===== src/rtl/uart_pkg.sv =====
// Shared types and helpers for the configurable UART receiver.
package uart_pkg;

  typedef enum logic [2:0] {
    ST_IDLE   = 3'd0,
    ST_START  = 3'd1,
    ST_DATA   = 3'd2,
    ST_PARITY = 3'd3,
    ST_STOP   = 3'd4
  } rx_state_e;

  localparam int PARITY_NONE = 0;
  localparam int PARITY_ODD  = 1;
  localparam int PARITY_EVEN = 2;

  // Total bits on the wire for one frame, start bit included.
  function automatic int frame_bits(input int data_bits, input int parity, input int stop_bits);
    return 32'sd1 + data_bits + ((parity != PARITY_NONE) ? 32'sd1 : 32'sd0) + stop_bits;
  endfunction

  function automatic logic majority3(input logic a, input logic b, input logic c);
    return (a & b) | (a & c) | (b & c);
  endfunction

endpackage


===== src/rtl/uart_rx_sampler.sv =====
// Two-flop synchroniser for the raw RX pin plus a two-deep history so the
// current and two previous synchronised samples can be majority-voted.
module uart_rx_sampler
  import uart_pkg::*;
(
  input  logic clk_i,
  input  logic rst_i,
  input  logic rx_i,
  output logic rx_s_o,
  output logic maj_o
);

  logic [1:0] sync_q;
  logic [1:0] hist_q;

  // Synchroniser and sample history, idle-high out of reset
  always_ff @(posedge clk_i or posedge rst_i) begin
    if (rst_i) begin
      sync_q <= 2'b11;
      hist_q <= 2'b11;
    end else begin
      sync_q <= {sync_q[0], rx_i};
      hist_q <= {hist_q[0], sync_q[1]};
    end
  end

  assign rx_s_o = sync_q[1];
  assign maj_o  = majority3(hist_q[1], hist_q[0], sync_q[1]);

endmodule


===== src/rtl/uart_rx_cfg.sv =====
// Configurable UART receiver: framing FSM, bit counter, shift register and
// held output registers on top of the synchronised, majority-voted line.
module uart_rx_cfg
  import uart_pkg::*;
#(
  parameter int CLKS_PER_BIT = 217,
  parameter int DATA_BITS    = 8,
  parameter int PARITY       = 0,
  parameter int STOP_BITS    = 1
) (
  input  logic                 i_clock,
  input  logic                 i_reset,
  input  logic                 i_rx_uart,
  output logic                 o_rx_dv,
  output logic [DATA_BITS-1:0] o_rx_byte,
  output logic                 o_parity_err,
  output logic                 o_frame_err,
  output logic                 o_busy
);

  localparam int CNT_W = $clog2(CLKS_PER_BIT + 1);
  localparam int IDX_W = 4;

  localparam logic [CNT_W-1:0] DECIDE_AT = CNT_W'(CLKS_PER_BIT / 2 + 1);
  localparam logic [CNT_W-1:0] LAST_CNT  = CNT_W'(CLKS_PER_BIT - 1);
  localparam logic [CNT_W-1:0] CNT_ONE   = CNT_W'(1);
  localparam logic [IDX_W-1:0] LAST_DATA = IDX_W'(DATA_BITS - 1);
  localparam logic [IDX_W-1:0] LAST_STOP = IDX_W'(STOP_BITS - 1);
  localparam logic [IDX_W-1:0] IDX_ONE   = IDX_W'(1);
  localparam logic             HAS_PARITY = (PARITY != PARITY_NONE);
  localparam logic             ODD_PARITY = (PARITY == PARITY_ODD);

  if ((CLKS_PER_BIT < 8) || (CLKS_PER_BIT > 65535)) begin : g_bad_clks_per_bit
    $error("uart_rx_cfg: CLKS_PER_BIT must be in 8..65535");
  end
  if ((DATA_BITS < 5) || (DATA_BITS > 9)) begin : g_bad_data_bits
    $error("uart_rx_cfg: DATA_BITS must be in 5..9");
  end
  if ((PARITY != PARITY_NONE) && (PARITY != PARITY_ODD) && (PARITY != PARITY_EVEN)) begin : g_bad_parity
    $error("uart_rx_cfg: PARITY must be 0, 1 or 2");
  end
  if ((STOP_BITS != 1) && (STOP_BITS != 2)) begin : g_bad_stop_bits
    $error("uart_rx_cfg: STOP_BITS must be 1 or 2");
  end

  logic rx_s;
  logic maj;

  rx_state_e            state_q,   state_d;
  logic [CNT_W-1:0]     cnt_q,     cnt_d;
  logic [IDX_W-1:0]     idx_q,     idx_d;
  logic [DATA_BITS-1:0] shift_q,   shift_d;
  logic                 par_err_q, par_err_d;
  logic                 frm_err_q, frm_err_d;

  logic                 rx_dv_q,   rx_dv_d;
  logic [DATA_BITS-1:0] rx_byte_q, rx_byte_d;
  logic                 par_out_q, par_out_d;
  logic                 frm_out_q, frm_out_d;
  logic                 busy_q,    busy_d;

  logic decide_s;
  logic done_s;

  uart_rx_sampler u_sampler (
    .clk_i  (i_clock),
    .rst_i  (i_reset),
    .rx_i   (i_rx_uart),
    .rx_s_o (rx_s),
    .maj_o  (maj)
  );

  // Every bit decision falls on the same counter value; the counter wraps per bit.
  assign decide_s = (cnt_q == DECIDE_AT);
  assign done_s   = (state_q == ST_STOP) && decide_s && (idx_q == LAST_STOP);

  // State register
  always_ff @(posedge i_clock or posedge i_reset) begin
    if (i_reset) begin
      state_q <= ST_IDLE;
    end else begin
      state_q <= state_d;
    end
  end

  // Next-state logic
  always_comb begin
    state_d = state_q;
    case (state_q)
      ST_IDLE: begin
        if (!rx_s) state_d = ST_START;
        else       state_d = ST_IDLE;
      end
      ST_START: begin
        if (decide_s) state_d = maj ? ST_IDLE : ST_DATA;
        else          state_d = ST_START;
      end
      ST_DATA: begin
        if (decide_s && (idx_q == LAST_DATA)) state_d = HAS_PARITY ? ST_PARITY : ST_STOP;
        else                                  state_d = ST_DATA;
      end
      ST_PARITY: begin
        if (decide_s) state_d = ST_STOP;
        else          state_d = ST_PARITY;
      end
      ST_STOP: begin
        // Leave on the last decision, not at the end of the stop bit, so an
        // immediately following start bit is caught.
        if (done_s) state_d = ST_IDLE;
        else        state_d = ST_STOP;
      end
      default: state_d = ST_IDLE;
    endcase
  end

  // Datapath next-state: bit counter, bit index, shift register, error accumulators
  always_comb begin
    cnt_d     = cnt_q;
    idx_d     = idx_q;
    shift_d   = shift_q;
    par_err_d = par_err_q;
    frm_err_d = frm_err_q;

    if (state_d == ST_IDLE) begin
      cnt_d = '0;
    end else if (cnt_q == LAST_CNT) begin
      cnt_d = '0;
    end else begin
      cnt_d = cnt_q + CNT_ONE;
    end

    case (state_q)
      ST_IDLE: begin
        idx_d     = '0;
        par_err_d = 1'b0;
        frm_err_d = 1'b0;
      end
      ST_START: begin
        idx_d = '0;
      end
      ST_DATA: begin
        if (decide_s) begin
          shift_d = {maj, shift_q[DATA_BITS-1:1]};
          idx_d   = (idx_q == LAST_DATA) ? '0 : (idx_q + IDX_ONE);
        end else begin
          idx_d = idx_q;
        end
      end
      ST_PARITY: begin
        if (decide_s) par_err_d = (^shift_q) ^ maj ^ ODD_PARITY;
        else          par_err_d = par_err_q;
      end
      ST_STOP: begin
        if (decide_s) begin
          idx_d     = idx_q + IDX_ONE;
          frm_err_d = frm_err_q | ~maj;
        end else begin
          idx_d = idx_q;
        end
      end
      default: begin
        idx_d     = '0;
        par_err_d = 1'b0;
        frm_err_d = 1'b0;
      end
    endcase
  end

  // Datapath registers
  always_ff @(posedge i_clock or posedge i_reset) begin
    if (i_reset) begin
      cnt_q     <= '0;
      idx_q     <= '0;
      shift_q   <= '0;
      par_err_q <= 1'b0;
      frm_err_q <= 1'b0;
    end else begin
      cnt_q     <= cnt_d;
      idx_q     <= idx_d;
      shift_q   <= shift_d;
      par_err_q <= par_err_d;
      frm_err_q <= frm_err_d;
    end
  end

  // Output logic: word and flags only move on the completion pulse
  always_comb begin
    rx_dv_d   = done_s;
    rx_byte_d = rx_byte_q;
    par_out_d = par_out_q;
    frm_out_d = frm_out_q;
    if (done_s) begin
      rx_byte_d = shift_q;
      par_out_d = par_err_q;
      frm_out_d = frm_err_q | ~maj;
    end else begin
      rx_byte_d = rx_byte_q;
    end
    busy_d = (state_d != ST_IDLE) | done_s;
  end

  // Output registers
  always_ff @(posedge i_clock or posedge i_reset) begin
    if (i_reset) begin
      rx_dv_q   <= 1'b0;
      rx_byte_q <= '0;
      par_out_q <= 1'b0;
      frm_out_q <= 1'b0;
      busy_q    <= 1'b0;
    end else begin
      rx_dv_q   <= rx_dv_d;
      rx_byte_q <= rx_byte_d;
      par_out_q <= par_out_d;
      frm_out_q <= frm_out_d;
      busy_q    <= busy_d;
    end
  end

  assign o_rx_dv      = rx_dv_q;
  assign o_rx_byte    = rx_byte_q;
  assign o_parity_err = par_out_q;
  assign o_frame_err  = frm_out_q;
  assign o_busy       = busy_q;

endmodule


===== config.mk =====
export PLATFORM = sky130hd
export DESIGN_NAME = uart_rx_cfg
export DESIGN_NICKNAME = d
export VERILOG_FILES = /design/src/rtl/uart_pkg.sv /design/src/rtl/uart_rx_sampler.sv /design/src/rtl/uart_rx_cfg.sv
export SDC_FILE = /design/constraint.sdc
export NUM_CORES = 1
export LEC_CHECK = 0
export BUFFER_PORTS_ARGS = -buffer_cell sky130_fd_sc_hd__buf_2
export CAP_MARGIN = 20
export CORE_MARGIN = 3
export CORE_UTILIZATION = 55
export CTS_CLUSTER_SIZE = 10
export DETAILED_ROUTE_END_ITERATION = 12
export GPL_TIMING_DRIVEN = 0
export PLACE_DENSITY = 0.86
export SYNTH_ARGS = -nofsm -noshare
export SYNTH_HDL_FRONTEND = slang
export SYNTH_SLANG_ARGS = --single-unit
export TNS_END_PERCENT = 20

===== constraint.sdc =====
create_clock -name i_clock -period 2.21 [get_ports i_clock]
set_input_delay 0.1105 -clock i_clock [delete_from_list [all_inputs] [get_ports i_clock]]
set_output_delay 0.1105 -clock i_clock [all_outputs]
set_load 0.1 [all_outputs]

Yosys cells after proc, flatten, opt, wreduce, memory -nomap -nowiden --
Cells that the tools add are included.
Word-level totals: bits in registers 41, bits of input ports 3, output and inout bits 12, word-level logic and storage cells 68
Operators by class: add/subtract/negate cells 2, equal/unequal tests 10, muxes and demuxes 17, bitwise logic cells 12, reduce and logical (&&, ||, !) cells 14
Operator list (number):
- $mux W8 | 2
- $pmux W3 S5 | 1
- $mux W4 | 3
- $pmux W4 S3 | 1
- $mux W3 | 3
- $add A8 B1 Y8 const B | 1
- $eq A8 B7 Y1 const B | 1
- $eq A8 B8 Y1 const B | 1
- $reduce_xor A8 Y1 | 1
- $eq A3 B2 Y1 const B | 2
- $logic_not A3 Y1 | 2
- $ne A2 B2 Y1 const B | 3
- $reduce_and A2 Y1 | 3
- $reduce_or A3 Y1 | 2
- $add A4 B1 Y4 const B | 1
- $eq A4 B3 Y1 const B | 1
- $logic_not A4 Y1 | 1
- $mux W2 | 2
- $not A1 Y1 | 4
- $or A1 B1 Y1 | 4
- $pmux W1 S2 | 2
- $and A1 B1 Y1 | 3
- $eq A3 B1 Y1 const B | 1
- $eq A3 B3 Y1 const B | 1
- other kinds (5) | 9

Logic depth before layout (Yosys ltp) --
Gate-level depths: netlist of the first run.
depth after elaboration 8, gate-level depth with buffers 8, gate-level depth less buffers 7

Cells and area by module --
A second synthesis of the first run with hierarchy kept.
Unflattened totals: cell total of the unflattened synthesis 178, area total of the unflattened synthesis 2077.0 um^2
By module, submodules not included:
- uart_rx_cfg | instances 1, cells each 172, area an instance 1956.9 um^2, seq. area each 925.9 um^2
- uart_rx_sampler | instances 1, cells each 6, area an instance 120.1 um^2, seq. area each 105.1 um^2

Worst setup path after synthesis of the first run --
OpenSTA, ideal clock, no wires.
kind register to register, start register idx_q[0], end register cnt_q[2], library setup time 132 ps, data arrival time 1675 ps, data required time 2078 ps, path slack 404 ps, stages on the path, launching flop included 8, path buffers 0, clock period less this slack 1806 ps, path through dfrtp_1 inv_1 ha_1 or3b_4 nor3_1 o2bb2ai_2 o31ai_4 nor2_1
On the way: word-level cells in the longest chain between the ends 6
RTL lines:
- from (decl) | line uart_rx_cfg.sv:51 | logic [IDX_W-1:0] idx_q, idx_d;
- from (signal assigned) | line uart_rx_cfg.sv:179 | idx_q <= idx_d;
- $eq A4 B3 Y1 / $logic_not A4 Y1 (equally long branches) | line uart_rx_cfg.sv:99, uart_rx_cfg.sv:75
- $logic_and A1 B1 Y1 (on tied branches) | line uart_rx_cfg.sv:99, uart_rx_cfg.sv:75
- $mux W3 (on tied branches) | line uart_rx_cfg.sv:99, uart_rx_cfg.sv:109
- $pmux W3 S5 * | line uart_rx_cfg.sv:89 | case (state_q)
- via state_d[2] | line uart_rx_cfg.sv:49 | rx_state_e state_q, state_d;
- $logic_not A3 Y1 * | line uart_rx_cfg.sv:124 | if (state_d == ST_IDLE) begin
- $mux W8 * | line uart_rx_cfg.sv:124
- via cnt_d[2] | line uart_rx_cfg.sv:50 | logic [CNT_W-1:0] cnt_q, cnt_d;
- to (signal assigned) | line uart_rx_cfg.sv:178 | cnt_q <= cnt_d;
- to (decl) | line uart_rx_cfg.sv:50
Mark *: on every way through the listed nets, which the timed path passes. The rest lies on a longest branch. A chain may end at the register's enable or synchronous reset.

Worst setup path in the final report of the first run --
start register cnt_q[1], end register rx_byte_q[2], in the netlist o_rx_byte[2]
On the way: word-level cells in the longest chain between the ends 3
RTL lines:
- $eq A8 B7 Y1 | line uart_rx_cfg.sv:74 | assign decide_s = (cnt_q == DECIDE_AT);
- $logic_and A1 B1 Y1 (2 in series) | line uart_rx_cfg.sv:75 | assign done_s = (state_q == ST_STOP) && decide_s && (idx_q == LAST_STOP);
- to (signal assigned) | line uart_rx_cfg.sv:212 | rx_byte_q <= rx_byte_d;
- to (decl) | line uart_rx_cfg.sv:57 | logic [DATA_BITS-1:0] rx_byte_q, rx_byte_d;
No other way between the ends.

==> impl_metrics.py, run 1 <==
metrics = {
    "pwr": {
        "p_leak_nw": 0.980,
        "intPower_w": 0.000886,
        "p_switching_w": 0.000264,
        "p_comb_share_pct": 2.4,
        "p_seq_share_pct": 66.1,
        "peakVddDrop_v": 0.000369,
        "clkPwrFrac_pct": 31.6,
        "swShare_pct": 23.0,
        "powerDensity_mw_per_mm2": 528,
    },
    "routing": {
        "antenna_left": 0,
        "drt_wl_total_mm": 3.52,
        "detail_route.vias_per_cell": 5.45,
        "num_vias": 1269,
        "wire_per_inst_um": 15.1,
        "drt_pass1_iterations": 4,
        "drc_errors": 0,
        "drt_iter0_drc": 87,
    },
    "sta": {
        "finalCritPeriodShare_pct": 93.3,
        "rsz0062_at_grt": "no",
        "slew_viol_final": 0,
        "period_needed_ns": 2.06,
        "fmax_mhz": 485,
        "final.setup.tns_ns": 0,
        "clock_skew_ns": 0.00983,
        "finalHoldViolCount": 0,
        "worst_pin_slew_ns": 0.819,
        "hold_ws_ns": 0.354,
        "relSlewSlack_pct": 45.4,
        "setup_violations": 0,
    },
    "synthesis": {
        "synth_top_area_share_pct": 46.9,
        "synth_ff_type": "dfrtp_1",
        "synth_area_mm2": 0.00197,
        "ys_ff_latch": 41,
        "synth.area.top_cells": "dfrtp_1 (47%), mux2_2 (5.7%), dfstp_2 (5.3%), mux2_4 (5.3%), xnor2_1 (4.4%)",
        "yosysMostFrequentCell": "dfrtp_1",
        "ys_seq_area_share_pct": 52.2,
        "avgSynthCellArea_um2": 12.1,
        "yosys-top-cells-count": "dfrtp_1 (37), nor2_1 (13), mux2_2 (10), nand2_1 (10), xnor2_1 (10)",
        "async_flop_share_pct": 100,
        "ys_types": 45,
        "synth-edff-count": 0,
        "yosysTopAreaCell": "dfrtp_1",
        "yosysWarnings": 0,
        "synth_nets": 171,
        "synthCells": 163,
    },
    "critical_path": {
        "cp-start-kind": "register",
        "arrival_ns": 2.31,
        "endpoint_kind": "register",
        "worstSetupPathType": "register to register",
        "timing.rr.start": "cnt_q[1]$_DFF_PP0_",
        "path_max_fanout": 10,
        "crit_start": "cnt_q[1]$_DFF_PP0_",
        "cp.required_ns": 2.46,
    },
    "clock_tree": {
        "numCtsBuffers": 5,
        "htree_num_levels": 2,
        "clock_latency_ns": 0.35,
        "cts_sinks": 41,
        "max-clock-path-buffers": 2,
        "root_buffer": "clkbuf_4",
        "cts_tree": "yes",
        "cts.clk_slew.worst_paths_ns": 0.12,
    },
    "placement": {
        "gp_congestion": 0.816,
        "hpwl_mm": 2.54,
        "port_buffers": 14,
    },
    "cells_and_area": {
        "fin_nets": 194,
        "drive_above_1_share_pct": 30.5,
        "insertedDiodeCount": 0,
        "final_util_pct": 64.3,
        "area_growth_syn_to_layout_pct": 10.3,
    },
    "floorplanning": {
        "coreArea_mm2": 0.00339,
        "row_count": 21,
        "chipWidth_um": 65.9,
        "ioPinCount": 15,
        "die_h_um": 65.9,
        "fp.dieArea_mm2": 0.00434,
        "start_util_pct": 58.3,
    },
    "min_path": {
        "hold_path_class": "register to register",
        "min_from": "u_sampler.sync_q[0]$_DFF_PP1_",
    },
    "global_route": {
        "antenna_found_initial": 0,
        "overflow": 0,
        "grt_max_degree": 42,
        "grt_pass1_wl_mm": 5.99,
        "grtUsageTotal_pct": 18.6,
        "grt_pass1_vias": 1292,
    },
    "status": {
        "outcome": "finished, final reports clean",
    },
    "flow_run": {
        "maxCapViolCount": 0,
    },
}
## cells by family (layout without fill, tap and decap cells)
logic type	after synthesis	count (layout)	synth area share, %
AND/OR/NAND/NOR	51	51	14.8
flip-flops	41	41	52.2
AO/OA/AOI/OAI	22	22	9.25
multiplexers	17	17	11.0
XOR/XNOR	14	14	6.21
buffers and inverters	12	36	2.79
adder cells (fa/ha/maj)	6	6	3.68
## sequential cells by signal, summed over array words and instances, names as in the netlist, 2 cells and up
name,cells
shift_q,8
o_rx_byte,8
state_q,3
cnt_q,8
u_sampler.hist_q,2
idx_q,4
u_sampler.sync_q,2
## power groups by stage
stage | registers, W | logic, W | clock network [W]
CTS | 0.000760 | 0.0000282 | 0.000372
global route | 0.000761 | 0.0000308 | 0.000399
detailed placement | 0.000774 | 0.0000256 | 0
finish | 0.000760 | 0.0000273 | 0.000363
floorplan | 0.000773 | 0.0000181 | 0
global placement | 0.000774 | 0.0000239 | 0
## final cells by class
cell class              count  area [um^2]
plain buffers               3         21.3
clock buffers               6         41.3
clock inverters             2         10.0
fillers                   254         1210
inverters                   9         33.8
multi-input cells         110          893
flip-flops and latches     41         1030
well taps                  46         57.6
repair buffers             16         90.1
## routing by layer
metal	up-vias	wire, um	global-route usage [%]
li1	617	-	-
met1	623	1560	22.8
met2	23	1780	30.7
met3	6	140	5.61
met4	0	40	6.99
met5	-	0	0
## placed cells by master (no fill, tap or decap), types with 2 or more instances in the layout
| cell type | n |
|---|---|
| dfrtp_1 | 37 |
| buf_2 | 15 |
| nor2_1 | 13 |
| mux2_2 | 10 |
| nand2_1 | 10 |
| xnor2_1 | 10 |
| inv_1 | 8 |
| mux2_4 | 7 |
| nand3_1 | 6 |
| nor3_1 | 6 |
| ha_1 | 5 |
| clkbuf_4 | 5 |
| xor2_1 | 4 |
| dfstp_2 | 4 |
| nand2b_1 | 3 |
| o21ai_0 | 3 |
| a21oi_1 | 3 |
| nor2b_1 | 2 |
| or4_1 | 2 |
| a31oi_1 | 2 |
| clkinv_2 | 2 |
| dlygate4sd3_1 | 2 |
## per-stage QoR
step | instances | power (W) | cell area, um^2 | setup WS (ns)
finish | 233 | 0.00115 | 2180 | 0.149
global route | 233 | 0.00119 | 2180 | 0.0548
CTS | 233 | 0.00116 | 2170 | 0.145
detailed placement | 223 | 0.000800 | 2100 | 0.157
global placement | 223 | 0.000798 | 2100 | 0.262
floorplan | 163 | 0.000791 | 1970 | 0.404
## worst paths after layout
kind | endpoint | slack, ns | cells past startpoint
max in group asynchronous | cnt_q[1]$_DFF_PP0_ | 1.24 | 3
setup / recovery | o_rx_byte[2]$_DFFE_PP0P_ | 0.15 | 7
min in group asynchronous | shift_q[6]$_DFFE_PP0P_ | 0.45 | 3
setup reg to reg | o_rx_byte[2]$_DFFE_PP0P_ | 0.15 | 7
hold reg to reg | u_sampler.sync_q[1]$_DFF_PP1_ | 0.35 | 0
hold / removal | u_sampler.sync_q[1]$_DFF_PP1_ | 0.35 | 0
## critical path, cell delays in order, from the launching register on
cell and delay [ns]:
dfrtp_1 0.41, inv_1 0.09, ha_1 0.17, nand3_2 0.17, or2_4 0.30, nor3_4 0.30
buf_6 0.22, mux2_4 0.31
## timing repair
action,CTS,global route
hold buffers,2,0
setup endpoints to repair,0,1
endpoints found under the hold margin,38,0
setup buffers,0,0
gates resized for setup,0,1
No activity file was read; power rests on OpenSTA's default activity.
==> run 2: changes to the inputs <==
CORE_UTILIZATION = 50   (was 55)
PLACE_DENSITY = 0.8   (was 0.86)
==> impl_metrics.py, run 2 (synthesis results as in run 1) <==
metrics = {
    "routing": {
        "num_vias": 1284,
        "drt_pass1_iterations": 5,
        "drc_errors": 0,
        "drt_iter0_drc": 61,
        "detail_route.vias_per_cell": 5.46,
        "drt_wl_total_mm": 3.36,
        "antenna_left": 0,
        "wire_per_inst_um": 14.3,
    },
    "cells_and_area": {
        "final_common_cell": "dfrtp_1",
        "area_growth_syn_to_layout_pct": 13.9,
        "fin_nets": 194,
        "final_cell_mix": "dfrtp_1 (37), buf_2 (15), nor2_1 (13)",
        "insertedDiodeCount": 0,
        "drive_above_1_share_pct": 31.0,
        "finalInstanceArea_mm2": 0.00225,
    },
    "clock_tree": {
        "post_cts_buffers": 0,
        "root_buffer": "clkbuf_8",
        "htree_num_levels": 2,
        "cts_tree": "yes",
        "max-clock-path-buffers": 2,
        "clock_latency_ns": 0.29,
        "cts.clk_slew.worst_paths_ns": 0.07,
        "cts_sinks": 41,
        "numCtsBuffers": 5,
    },
    "floorplanning": {
        "ioPinCount": 15,
        "fp.dieArea_mm2": 0.00474,
        "start_util_pct": 52.7,
        "chipWidth_um": 68.8,
        "coreArea_mm2": 0.00374,
        "die_h_um": 68.8,
        "row_count": 22,
    },
    "critical_path": {
        "arrival_ns": 2.22,
        "cp-endpoint": "cnt_q[3]$_DFF_PP0_",
        "path_max_fanout": 7,
        "cp-start-kind": "register",
        "rr_endpoint": "cnt_q[3]$_DFF_PP0_",
        "reg2reg_slack_ns": 0.15,
        "endpoint_kind": "register",
        "crit_start": "idx_q[0]$_DFFE_PP0P_",
        "cp.required_ns": 2.37,
        "worstSetupPathType": "register to register",
        "timing.rr.start": "idx_q[0]$_DFFE_PP0P_",
        "reg2reg_depth": 7,
    },
    "global_route": {
        "grt_max_degree": 42,
        "antenna_found_initial": 0,
        "grt_pass1_vias": 1233,
        "grtUsageTotal_pct": 16.2,
        "grt_pass1_wl_mm": 5.55,
        "overflow": 0,
    },
    "sta": {
        "period_needed_ns": 2.06,
        "final.setup.tns_ns": 0,
        "fmax_mhz": 486,
        "clock_skew_ns": 0.00923,
        "setup_violations": 0,
        "slew_viol_final": 0,
        "finalHoldViolCount": 0,
        "hold_ws_ns": 0.361,
        "rsz0062_at_grt": "no",
        "worst_pin_slew_ns": 0.811,
        "relSlewSlack_pct": 45.8,
        "finalCritPeriodShare_pct": 93.1,
    },
    "pwr": {
        "p_leak_nw": 1.01,
        "power_w": 0.00141,
        "peakVddDrop_v": 0.000457,
        "powerDensity_mw_per_mm2": 625,
    },
    "flow_run": {
        "maxCapViolCount": 0,
    },
    "min_path": {
        "hold_path_class": "register to register",
        "min_from": "u_sampler.sync_q[0]$_DFF_PP1_",
    },
    "placement": {
        "gp_congestion": 0.830,
        "dpl_cell_area_mm2": 0.00210,
        "port_buffers": 14,
        "hpwl_mm": 2.34,
    },
    "status": {
        "outcome": "finished, final reports clean",
    },
}
## run 2: cell types whose count changed in the layout (fill, tap and decap cells not counted), sizes merged
cell      before  now
clkinvlp       0    1
clkinv         2    0
bufinv         0    1
## run 2: worst max-delay path, cell delays in order, from the launching register on
cell,delay [ns]
dfrtp_1,0.40
inv_1,0.10
ha_1,0.14
or3b_4,0.40
nor3_1,0.23
o2bb2ai_2,0.15
o31ai_4,0.41
nor2_1,0.10
## run 2: power breakdown
part | leakage [nW] | switching [W] | internal, W
Clock | 0.0574 | 0.000252 | 0.000367
Sequential | 0.534 | 0.00000290 | 0.000757
Combinational | 0.414 | 0.0000188 | 0.00000797
## run 2: cell type report
cell class / count / area [um^2]
buffer: 3 / 21.3
clock buffer: 6 / 82.6
clock inverter: 2 / 37.5
fill: 311 / 1490
inverter: 9 / 33.8
multi-input combinational: 110 / 893
sequential: 41 / 1030
tap: 48 / 60.1
timing repair buffer: 16 / 90.1
## run 2: routing by layer
| layer | track usage [%] | wire (um) | part of all wire [%] | up-vias |
|---|---|---|---|---|
| met5 | 0 | 0 | 0 | - |
| met4 | 7.30 | 53 | 1.6 | 0 |
| met3 | 5.51 | 177 | 5.3 | 5 |
| met2 | 24.4 | 1560 | 46 | 40 |
| met1 | 21.1 | 1570 | 47 | 622 |
| li1 | - | - | - | 617 |
## run 2: repair_timing
action,in CTS,in global routing
resized for setup,0,1
endpoints found under the hold margin,32,0
endpoints found under the setup margin,0,1
hold buffers,2,0
## run 2: how the worst min path moves through the flow
stage,slack [ns],cells past startpoint,endpoint
2_1_floorplan,0.11,0,u_sampler.sync_q[0]$_DFF_PP1_
3_3_place_gp,0.22,1,u_sampler.sync_q[0]$_DFF_PP1_
3_5_place_dp,0.22,1,u_sampler.sync_q[0]$_DFF_PP1_
4_1_cts,0.36,0,u_sampler.sync_q[1]$_DFF_PP1_
5_1_grt,0.37,0,u_sampler.sync_q[1]$_DFF_PP1_
6_report,0.36,0,u_sampler.sync_q[1]$_DFF_PP1_
## run 2: stage by stage
stage / utilization, % / setup slack, ns / std cells
2_1_floorplan: - / 0.404 / 163
3_3_place_gp: 56.2 / 0.258 / 225
3_5_place_dp: 56.2 / 0.179 / 225
4_1_cts: 60.0 / 0.165 / 235
5_1_grt: 60.1 / 0.0442 / 235
6_report: 60.1 / 0.153 / 235
==> run 3: changes to the inputs <==
--- a/config.mk
+++ b/config.mk
@@ -13,5 +13,5 @@
 export DETAILED_ROUTE_END_ITERATION = 12
 export GPL_TIMING_DRIVEN = 0
-export PLACE_DENSITY = 0.8
+export PLACE_DENSITY = 0.83
 export SYNTH_ARGS = -nofsm -noshare
 export SYNTH_HDL_FRONTEND = slang
==> constraint.sdc (replaced) <==
create_clock -name i_clock -period 1.8 [get_ports i_clock]
set_input_delay 0.18 -clock i_clock [delete_from_list [all_inputs] [get_ports i_clock]]
set_output_delay 0.18 -clock i_clock [all_outputs]
set_load 0.1 [all_outputs]
==> impl_metrics.py, run 3 (synthesis results as in run 1) <==
metrics = {
    "status": {
        "outcome": "complete, but fails checks",
        "violations": "setup timing",
    },
    "cells_and_area": {
        "drive_above_1_share_pct": 38.6,
        "fin_nets": 204,
        "insertedDiodeCount": 0,
        "seq_area_mm2": 0.00103,
        "multi_input_area_um2": 948,
        "final_util_pct": 62.5,
        "area_growth_syn_to_layout_pct": 18.6,
        "final_common_cell": "dfrtp_1",
        "fill_cells": 297,
        "final_cell_mix": "dfrtp_1 (37), buf_2 (15), nor2_1 (12)",
        "finalNonFillerCells": 245,
    },
    "pwr": {
        "peakVddDrop_v": 0.000631,
        "power_w": 0.00153,
        "p_leak_nw": 1.05,
        "powerDensity_mw_per_mm2": 654,
    },
    "clock_tree": {
        "cts.clk_slew.worst_paths_ns": 0.07,
        "numCtsBuffers": 5,
        "cts_tree": "yes",
        "clock_latency_ns": 0.29,
        "max-clock-path-buffers": 2,
        "cts_sinks": 41,
        "root_buffer": "clkbuf_8",
        "htree_num_levels": 2,
    },
    "global_route": {
        "antenna_found_initial": 0,
        "grt_pass1_vias": 1180,
        "overflow": 0,
        "grt_max_degree": 42,
        "grtUsageTotal_pct": 16.2,
        "grt_pass1_wl_mm": 5.45,
    },
    "routing": {
        "num_vias": 1298,
        "drc_errors": 0,
        "drt_pass1_iterations": 4,
        "antenna_left": 0,
        "detail_route.vias_per_cell": 5.30,
        "drt_wl_total_mm": 3.50,
        "wire_per_inst_um": 14.3,
        "drt_iter0_drc": 32,
    },
    "floorplanning": {
        "coreArea_mm2": 0.00374,
        "chipWidth_um": 68.8,
        "row_count": 22,
        "start_util_pct": 52.7,
        "fp.dieArea_mm2": 0.00474,
        "ioPinCount": 15,
        "die_h_um": 68.8,
    },
    "critical_path": {
        "cp.required_ns": 1.98,
        "arrival_ns": 2.05,
        "endpoint_kind": "register",
        "cp-start-kind": "register",
        "path_cells": "nand4bb_4, or2_4, nor3_4, buf_6, mux2_4",
        "crit_slowest_cell": "dfrtp_1",
        "crit_start": "cnt_q[7]$_DFF_PP0_",
        "worstSetupPathType": "register to register",
        "path_max_fanout": 8,
        "timing.rr.start": "cnt_q[7]$_DFF_PP0_",
        "cp_slowest_stage_delay_ns": 0.43,
    },
    "sta": {
        "relSlewSlack_pct": 45.6,
        "finalHoldViolCount": 0,
        "clock_skew_ns": 0.00620,
        "slew_viol_final": 0,
        "finalCritPeriodShare_pct": 104,
        "fmax_mhz": 534,
        "setup_violations": 12,
        "final.setup.tns_ns": -0.639,
        "period_needed_ns": 1.87,
        "rsz0062_at_grt": "yes",
        "worst_pin_slew_ns": 0.814,
        "fin_ws_ns": -0.0731,
    },
    "placement": {
        "port_buffers": 14,
        "gp_congestion": 0.779,
        "placedCellCount": 225,
        "hpwl_mm": 2.26,
    },
    "min_path": {
        "hold_path_class": "primary input to async pin",
    },
    "flow_run": {
        "maxCapViolCount": 0,
    },
}
## run 3: cell types whose count changed in the layout (fill, tap and decap cells not counted), sizes merged
cell,previous run,this run
dlygate4sd3,2,1
bufinv,1,0
clkinvlp,1,0
buf,16,27
clkbuf,7,9
## run 3: layout make-up
cell class | instances | area share, %
Sequential cell | 41 | 44.0
Multi-Input combinational cell | 110 | 40.5
Timing Repair Buffer | 26 | 7.11
Clock buffer | 8 | 3.42
Tap cell | 48 | 2.57
Inverter | 9 | 1.44
Buffer | 3 | 0.909
## run 3: routing by layer
layer	global-route usage [%]	wire length [um]
met5	0	0
met3	4.38	111
met1	21.0	1630
met4	8.03	83
met2	25.0	1670
## run 3: path summary, 6_finish.rpt
| kind | end | cells past startpoint | slack [ns] |
|---|---|---|---|
| max reg2reg | o_rx_byte[7]$_DFFE_PP0P_ | 5 | -0.07 |
| max in group asynchronous | shift_q[0]$_DFFE_PP0P_ | 2 | 1.24 |
| min in group i_clock | u_sampler.sync_q[1]$_DFF_PP1_ | 0 | 0.36 |
| min reg2reg | u_sampler.sync_q[1]$_DFF_PP1_ | 0 | 0.36 |
| max | o_rx_byte[7]$_DFFE_PP0P_ | 5 | -0.07 |
| min | o_rx_byte[6]$_DFFE_PP0P_ | 2 | 0.04 |
## run 3: power breakdown
part           internal [W]  switching (W)  leakage, nW
Sequential         0.000929     0.00000371        0.534
Clock              0.000275       0.000291       0.0395
Combinational    0.00000837      0.0000227        0.474
## run 3: stage by stage
stage / hold WS, ns / instance area (um^2) / setup slack (ns)
after floorplan: 0.184 / 1970 / 0.00520
after global placement: 0.285 / 2100 / -0.154
after detailed placement: 0.288 / 2100 / -0.200
after CTS: 0.0788 / 2250 / -0.0595
after global routing: 0.112 / 2340 / -0.149
final: 0.0367 / 2340 / -0.0731
## run 3: critical path: cells and delay by family, from the launching register on
kind / cells / cell delay (ns)
simple gates: 3 / 0.83
mux: 1 / 0.31
flops: 1 / 0.43
buf+inv: 1 / 0.19
## run 3: repair_timing
action / CTS / global route
setup endpoints to repair: 25 / 29
hold buffers: 1 / 0
resized for setup: 6 / 9
pin swaps: 2 / 6
buffers inserted: 5 / 6
hold endpoints to repair: 1 / 0
